<file path="config.mk">
export PLATFORM = sky130hd
export DESIGN_NAME = multicycle_ctrl
export DESIGN_NICKNAME = d
export VERILOG_FILES = /design/src/rtl/ctrl_pkg.sv /design/src/rtl/ctrl_decode.sv /design/src/rtl/multicycle_ctrl.sv
export SDC_FILE = /design/constraint.sdc
export NUM_CORES = 1
export LEC_CHECK = 0
export ABC_AREA = 1
export CAP_MARGIN = 30
export CORE_MARGIN = 10
export CORE_UTILIZATION = 33
export DETAILED_ROUTE_END_ITERATION = 10
export PLACE_DENSITY = 0.77
export REMOVE_ABC_BUFFERS = 1
export SETUP_SLACK_MARGIN = 0.15
export SLEW_MARGIN = 20
export SYNTH_ARGS = -nofsm -noshare
export SYNTH_HDL_FRONTEND = slang
export SYNTH_SLANG_ARGS = --single-unit
</file>
<file path="constraint.sdc">
create_clock -name CLK -period 1.25 [get_ports CLK]
set_input_delay 0.25 -clock CLK [delete_from_list [all_inputs] [get_ports CLK]]
set_output_delay 0.25 -clock CLK [all_outputs]
set_load 0.005 [all_outputs]
</file>
<file path="src/rtl/ctrl_pkg.sv">
// Shared encodings for the multicycle control FSM: states, opcodes and
// datapath mux selects, plus the packed control word the decoder produces.
package ctrl_pkg;

    typedef enum logic [4:0] {
        S_FETCH  = 5'd0,
        S_DECODE = 5'd1,
        S_RX     = 5'd2,
        S_RWB    = 5'd3,
        S_IX     = 5'd4,
        S_IWB    = 5'd5,
        S_MADDR  = 5'd6,
        S_LRD    = 5'd7,
        S_LWB    = 5'd8,
        S_SWR    = 5'd9,
        S_BEQ    = 5'd10,
        S_BNE    = 5'd11,
        S_JMP    = 5'd12,
        S_JAL    = 5'd13,
        S_JR     = 5'd14,
        S_HALT   = 5'd30,
        S_ILL    = 5'd31
    } state_t;

    localparam logic [3:0] OP_RTYPE = 4'h0;
    localparam logic [3:0] OP_ADDI  = 4'h1;
    localparam logic [3:0] OP_LW    = 4'h2;
    localparam logic [3:0] OP_SW    = 4'h3;
    localparam logic [3:0] OP_BEQ   = 4'h4;
    localparam logic [3:0] OP_BNE   = 4'h5;
    localparam logic [3:0] OP_J     = 4'h6;
    localparam logic [3:0] OP_JAL   = 4'h7;
    localparam logic [3:0] OP_JR    = 4'h8;
    localparam logic [3:0] OP_HALT  = 4'hF;

    typedef enum logic [1:0] {
        PCSRC_ALU    = 2'd0,
        PCSRC_ALUOUT = 2'd1,
        PCSRC_JUMP   = 2'd2,
        PCSRC_REG    = 2'd3
    } pcsrc_t;

    typedef enum logic [1:0] {
        SRCB_REG   = 2'd0,
        SRCB_TWO   = 2'd1,
        SRCB_IMM   = 2'd2,
        SRCB_SHIMM = 2'd3
    } srcb_t;

    typedef enum logic [1:0] {
        ALUOP_ADD   = 2'd0,
        ALUOP_SUB   = 2'd1,
        ALUOP_FUNCT = 2'd2,
        ALUOP_IMM   = 2'd3
    } aluop_t;

    typedef struct packed {
        logic   pc_write;
        logic   pc_write_cond;
        logic   iord;
        logic   mem_read;
        logic   mem_write;
        logic   ir_write;
        logic   reg_write;
        logic   mem_to_reg;
        logic   reg_dst;
        logic   alu_src_a;
        pcsrc_t pc_src;
        srcb_t  alu_src_b;
        aluop_t alu_op;
        logic   halted;
    } ctrl_t;

endpackage

</file>
<file path="src/rtl/ctrl_decode.sv">
// Control-word decoder: maps the current state onto every datapath control.
// Only FETCH (memory ready) and the two branch states (Zero) look at inputs.
module ctrl_decode
    import ctrl_pkg::*;
(
    input  state_t cs,
    input  logic   mem_ready,
    input  logic   zero,
    output ctrl_t  ctrl
);

    // Decode the control word for the current state; unlisted fields stay 0
    always_comb begin
        ctrl = '0;
        case (cs)
            S_FETCH: begin
                ctrl.mem_read  = 1'b1;
                ctrl.ir_write  = mem_ready;
                ctrl.pc_write  = mem_ready;
                ctrl.alu_src_b = SRCB_TWO;
                ctrl.alu_op    = ALUOP_ADD;
            end
            S_DECODE: ctrl.alu_src_b = SRCB_SHIMM;
            S_RX: begin
                ctrl.alu_src_a = 1'b1;
                ctrl.alu_op    = ALUOP_FUNCT;
            end
            S_RWB: begin
                ctrl.reg_write = 1'b1;
                ctrl.reg_dst   = 1'b1;
            end
            S_IX: begin
                ctrl.alu_src_a = 1'b1;
                ctrl.alu_src_b = SRCB_IMM;
                ctrl.alu_op    = ALUOP_IMM;
            end
            S_IWB: ctrl.reg_write = 1'b1;
            S_MADDR: begin
                ctrl.alu_src_a = 1'b1;
                ctrl.alu_src_b = SRCB_IMM;
            end
            S_LRD: begin
                ctrl.mem_read = 1'b1;
                ctrl.iord     = 1'b1;
            end
            S_LWB: begin
                ctrl.reg_write  = 1'b1;
                ctrl.mem_to_reg = 1'b1;
            end
            S_SWR: begin
                ctrl.mem_write = 1'b1;
                ctrl.iord      = 1'b1;
            end
            // Branch condition is folded in here so the datapath needs no Zero logic
            S_BEQ, S_BNE: begin
                ctrl.alu_src_a     = 1'b1;
                ctrl.alu_op        = ALUOP_SUB;
                ctrl.pc_src        = PCSRC_ALUOUT;
                ctrl.pc_write_cond = (cs == S_BEQ) ? zero : ~zero;
            end
            S_JMP: begin
                ctrl.pc_write = 1'b1;
                ctrl.pc_src   = PCSRC_JUMP;
            end
            S_JAL: ctrl.reg_write = 1'b1;
            S_JR: begin
                ctrl.pc_write = 1'b1;
                ctrl.pc_src   = PCSRC_REG;
            end
            S_HALT: ctrl.halted = 1'b1;
            default: ctrl = '0;
        endcase
    end

endmodule

</file>
<file path="src/rtl/multicycle_ctrl.sv">
// Multicycle control FSM: sequences the datapath one instruction at a time,
// stalling in FETCH/LRD/SWR until memory signals ready.
module multicycle_ctrl
    import ctrl_pkg::*;
#(
    parameter int unsigned STATE_W = 5,
    parameter int unsigned OP_W    = 4
) (
    input  logic               CLK,
    input  logic               ResetL,
    input  logic [OP_W-1:0]    Opcode,
    input  logic               Zero,
    input  logic               MemReady,
    output logic [STATE_W-1:0] CS,
    output logic [STATE_W-1:0] NS,
    output logic               PCWrite,
    output logic               PCWriteCond,
    output logic               IorD,
    output logic               MemRead,
    output logic               MemWrite,
    output logic               IRWrite,
    output logic               RegWrite,
    output logic               MemToReg,
    output logic               RegDst,
    output logic               ALUSrcA,
    output logic [1:0]         PCSrc,
    output logic [1:0]         ALUSrcB,
    output logic [1:0]         ALUOp,
    output logic               Halted
);

    state_t cs, ns;
    ctrl_t  ctrl;

    // State register with synchronous active-low reset
    always_ff @(posedge CLK) begin
        if (!ResetL) cs <= S_FETCH;
        else         cs <= ns;
    end

    // Next-state logic: dispatch in DECODE, memory stalls, HALT absorbs
    always_comb begin
        ns = S_FETCH;
        case (cs)
            S_FETCH:  ns = MemReady ? S_DECODE : S_FETCH;
            S_DECODE: begin
                case (Opcode)
                    OP_W'(OP_RTYPE):       ns = S_RX;
                    OP_W'(OP_ADDI):        ns = S_IX;
                    OP_W'(OP_LW),
                    OP_W'(OP_SW):          ns = S_MADDR;
                    OP_W'(OP_BEQ):         ns = S_BEQ;
                    OP_W'(OP_BNE):         ns = S_BNE;
                    OP_W'(OP_J):           ns = S_JMP;
                    OP_W'(OP_JAL):         ns = S_JAL;
                    OP_W'(OP_JR):          ns = S_JR;
                    OP_W'(OP_HALT):        ns = S_HALT;
                    default:               ns = S_ILL;
                endcase
            end
            S_RX:     ns = S_RWB;
            S_IX:     ns = S_IWB;
            S_MADDR: begin
                if (Opcode == OP_W'(OP_LW))      ns = S_LRD;
                else if (Opcode == OP_W'(OP_SW)) ns = S_SWR;
                else                             ns = S_FETCH;
            end
            S_LRD:    ns = MemReady ? S_LWB : S_LRD;
            S_SWR:    ns = MemReady ? S_FETCH : S_SWR;
            S_JAL:    ns = S_JMP;
            S_HALT,
            S_ILL:    ns = S_HALT;
            default:  ns = S_FETCH;
        endcase
    end

    ctrl_decode u_decode (
        .cs        (cs),
        .mem_ready (MemReady),
        .zero      (Zero),
        .ctrl      (ctrl)
    );

    assign CS          = STATE_W'(cs);
    assign NS          = STATE_W'(ns);
    assign PCWrite     = ctrl.pc_write;
    assign PCWriteCond = ctrl.pc_write_cond;
    assign IorD        = ctrl.iord;
    assign MemRead     = ctrl.mem_read;
    assign MemWrite    = ctrl.mem_write;
    assign IRWrite     = ctrl.ir_write;
    assign RegWrite    = ctrl.reg_write;
    assign MemToReg    = ctrl.mem_to_reg;
    assign RegDst      = ctrl.reg_dst;
    assign ALUSrcA     = ctrl.alu_src_a;
    assign PCSrc       = ctrl.pc_src;
    assign ALUSrcB     = ctrl.alu_src_b;
    assign ALUOp       = ctrl.alu_op;
    assign Halted      = ctrl.halted;

endmodule

</file>
==> run_results.csv, run 1 <==
group,metric,value,unit
floorplanning,die_w,62.9,µm
clock_network,cts_made_buffers,3,
synthesis,synth_top_cell_by_area,"nand2_1",
placed_design,place_hpwl,2140,µm
synthesis,synth-seq-area-share,0.165,
synthesis,syn_avg_cell_area,5.07,µm²
placed_design,gp_congestion,0.858,
sta,crit_endpoint,"NS[3]",
sta,worstEpCategory,"output port",
clock_network,htreeDepth,1,
synthesis,syn_inst,120,
synthesis,yosys-top-cells-area,"nand2_1 20%, dfxtp_1 16%, nor2_1 15%",
floorplanning,num_rows,15,
floorplanning,ios,35,
synthesis,yosysWarnings,0,
synthesis,syn_area,608,µm²
floorplanning,initial_utilization,0.348,
run_status,status,"aborted with a tool error",
run_status,haltStage,"global routing (5_1_grt)",
global_routing,grt_max_degree,8,
clock_network,cts_buffer_depth,2,
synthesis,synth.distinct_cells,19,
clock_network,root_buffer,"clkbuf_4",
synthesis,ys_ff_latch,5,
run_status,error,"[ERROR DPL-0038] Utilization greater than 100%, impossible to legalize",
placed_design,io_buffers,34,
clock_network,numClockSinks,5,
synthesis,synth_top_area_share,0.204,
floorplanning,fp.dieH,62.9,µm
-- cell usage after synthesis (all sizes together) --
cell,count
nand2,37
nor2,27
inv,22
nand3,12
dfxtp,5
a21oi,4
o21ai,4
nor3,3
buf,2
nand3b,1
nand4,1
or3,1
xnor2,1
-- kinds of logic after synthesis --
group           Yosys count  synth area share
simple gates             82             0.588
flops                     5             0.165
buf+inv                  24             0.167
xor+xnor                  1            0.0144
compound gates            8            0.0658
-- per-stage QoR --
step / hold slack (ps) / util / setup slack (ps) / instance area, µm² / cells
after CTS: 630 / 0.903 / -461 / 1580 / 240
after detailed placement: 783 / 0.680 / -887 / 1190 / 207
after floorplan: 424 / - / -91.8 / 589 / 118
after global placement: 787 / 0.680 / -836 / 1190 / 207
-- timing repair --
item | CTS
buffers inserted | 29
hold buffers | 0
pin swaps | 21
endpoints found under the setup margin | 32
gates resized for setup | 180
==> run 2: changes to the inputs <==
Settings changed: CORE_AREA set to 10 10 71 73, CORE_MARGIN 10 to not set, CORE_UTILIZATION 33 to not set, DIE_AREA set to 0 0 81 83, PLACE_DENSITY 0.77 to not set, PLACE_DENSITY_LB_ADDON set to 0.15, SETUP_SLACK_MARGIN 0.15 to not set.
Clock period 1.25 ns to 1.62 ns, I/O delays scaled along.
==> run 2 against run 1 <==
The flow now finishes, with violations (negative setup slack). Synthesized cell count unchanged. Synthesized area unchanged.
==> run_results.csv, run 2 <==
group,metric,value,unit
run_status,status,"finished, violations left",
placed_design,gp_congestion,0.829,
final_layout,drive_gt1_frac,0.674,
synthesis,syn_avg_cell_area,5.07,µm²
clock_network,numClockSinks,5,
sta,max-slew-margin-rel,0.856,
global_routing,grt_pass1_wl,4940,µm
floorplanning,core-area,3630,µm²
synthesis,syn_inst,120,
final_layout,finalNonFillerCells,269,
sta,fmax,550,MHz
synthesis,syn_area,608,µm²
placed_design,io_buffers,34,
sta,setup_slack,-199,ps
floorplanning,initial_utilization,0.167,
synthesis,ys_ff_latch,5,
global_routing,grt_pass1_vias,1108,
worst_setup_path,startpoint_type,"flip-flop",
drt,drc,0,
drt,first_pass_iters,4,
clock_network,cts_tree,"built",
final_layout,layout_common_cells,"45 x buf_4, 27 x buf_6, 19 x nand2_1",
sta,finalCriticalPeriod,1820,ps
synthesis,synth_xor_area_frac,0.0144,
final_layout,fillers,359,
final_layout,layout_commonest_cell,"buf_4",
floorplanning,fp.dieH,83,µm
drt,route.vias.total,1104,
power_and_ir_drop,p_per_area,1580,nW/µm²
floorplanning,die_area,6720,µm²
synthesis,yosysWarnings,0,
synthesis,synth_top_family_by_area,"simple AND/OR/NAND/NOR gates",
global_routing,gr-usage-all-layers,0.0863,
synthesis,synth_top_cell_by_area,"nand2_1",
global_routing,grt-ovfl-total,0,
final_layout,antennaDiodeCount,0,
global_routing,grt_antenna_before_repair,0,
clock_network,root_buffer,"clkbuf_8",
placed_design,placed_cells,236,
job,max-cap-violations,0,
synthesis,async_reset_ff_frac,0,
floorplanning,die_w,81,µm
floorplanning,ios,35,
drt,wl_per_cell,11.8,µm
worst_setup_path,worst_setup_path_end_kind,"output pin",
worst_hold_path,hold_class,"in2reg",
synthesis,yosys-top-cells-area,"nand2_1 20%, dfxtp_1 16%, nor2_1 15%",
worst_setup_path,worst-path-max-fanout,5,
drt,ant_nets,0,
sta,tns,-989,ps
placed_design,dp_worst_setup_slack,-643,ps
power_and_ir_drop,total_power,2840,µW
drt,dr.first_iter.drc_count,32,
synthesis,synthMuxAreaShare,0,
sta,rsz0062_at_grt,"true",
synthesis,synth_compound_area_frac,0.0658,
sta,finalHoldViolCount,0,
clock_network,cts_made_buffers,3,
drt,viasPerCell,4.10,
worst_setup_path,cp.required,1300,ps
sta,setup_violations,10,
clock_network,cts_buffer_depth,2,
drt,wl,3170,µm
synthesis,synth-adder-area-share,0,
synthesis,synth_top_area_share,0.204,
sta,worst-slew-pin-transition,216,ps
synthesis,synth_edf_count,0,
synthesis,synth.distinct_cells,19,
clock_network,clock_latency,220,ps
floorplanning,num_rows,22,
synthesis,synth_simple_gate_area_share,0.588,
sta,min_period_over_period,1.12,
worst_setup_path,arrival,1500,ps
synthesis,yosys-top-cells-count,"33 x nand2_1, 24 x nor2_1, 20 x inv_1, 12 x nand3_1, 5 x dfxtp_1",
final_layout,nets,230,
placed_design,place_hpwl,2200,µm
final_layout,largest_register_ffs,5,
global_routing,grt_max_degree,7,
clock_network,clk_pin_slew,40,ps
power_and_ir_drop,cellLeakagePower,0.000999,µW
final_layout,syn2layout_area_growth,196,%
synthesis,synth_ff_type,"dfxtp_1",
clock_network,ctsHoldBuffers,0,
worst_setup_path,critPathKind,"reg2out",
synthesis,yosysMostFrequentCell,"nand2_1",
run_status,failed_checks,"negative setup slack",
clock_network,htreeDepth,1,
synthesis,synth-seq-area-share,0.165,
sta,fin_skew,1.49,ps
sta,slew_violations,0,
power_and_ir_drop,ir_worst_vdd,0.691,mV
-- run 2: cell counts after synthesis --
Identical to the previous run, type by type.
-- run 2: logic make-up (layout without fill, tap and decap cells) --
kind of cell | after synthesis | in the layout
AO/OA/AOI/OAI | 8 | 8
AND/OR/NAND/NOR | 82 | 82
flip-flops | 5 | 5
buffers and inverters | 24 | 125
XOR/XNOR | 1 | 1
-- run 2: what timing repair did --
action / CTS / global route
endpoints found under the setup margin: 24 / 21
buffers inserted: 24 / 6
gates resized for setup: 172 / 31
pin swaps: 23 / 21
-- run 2: through the flow --
| step | hold WS [ps] | instance area (µm²) | utilization |
|---|---|---|---|
| global placement | 852 | 1260 | 0.347 |
| finish | 735 | 1800 | 0.495 |
| CTS | 724 | 1660 | 0.457 |
| floorplan | 498 | 589 | - |
| detailed placement | 846 | 1260 | 0.347 |
| global route | 779 | 1800 | 0.495 |
-- run 2: where the power goes --
| part | internal [µW] | total [µW] | switching (µW) |
|---|---|---|---|
| registers | 185 | 278 | 92.7 |
| logic | 1340 | 2340 | 1000 |
| clock network | 169 | 225 | 56.4 |
| total | 1690 | 2840 | 1150 |
-- run 2: final timing paths --
kind | start | endpoint | slack (ps) | depth (start not counted)
max | CS[0] | NS[0] | -200 | 10
min | ResetL | CS[0] | 730 | 3
max reg2reg | CS[3] | CS[2] | 150 | 11
min reg2reg | CS[3] | CS[4] | 900 | 6
-- run 2: layout make-up --
cell class	instances	area, µm²	area share
timing repair buffer	99	838	0.466
multi-input combinational	91	648	0.360
sequential	5	119	0.0661
inverter	22	87.6	0.0487
tap	48	60.1	0.0334
clock buffer	4	45.0	0.0251
-- run 2: per-layer routing --
| metal | GRT usage | vias to the layer above | wire [µm] |
|---|---|---|---|
| met5 | 0 | - | 0 |
| met4 | 0.00939 | 0 | 0 |
| met3 | 0.0313 | 0 | 247 |
| met2 | 0.146 | 36 | 1530 |
| met1 | 0.103 | 493 | 1390 |
| li1 | - | 575 | - |
-- run 2: worst max-delay path: stages, from the launching register on --
cell     delay, ps
dfxtp_4        380
buf_12         140
nor2_4         120
inv_2           50
nor2_1         110
nand2_1         90
buf_4          150
nand3_2         90
nor2_4          40
inv_2           40
buf_6           80
Note: power is estimated with default switching activity, not from simulation.
==> run 3: changes to the inputs <==
Settings changed: CTS_CLUSTER_DIAMETER set to 30.
==> results of run 3 <==
Same layout as run 2: the final DEF is identical, and so are final timing and power.
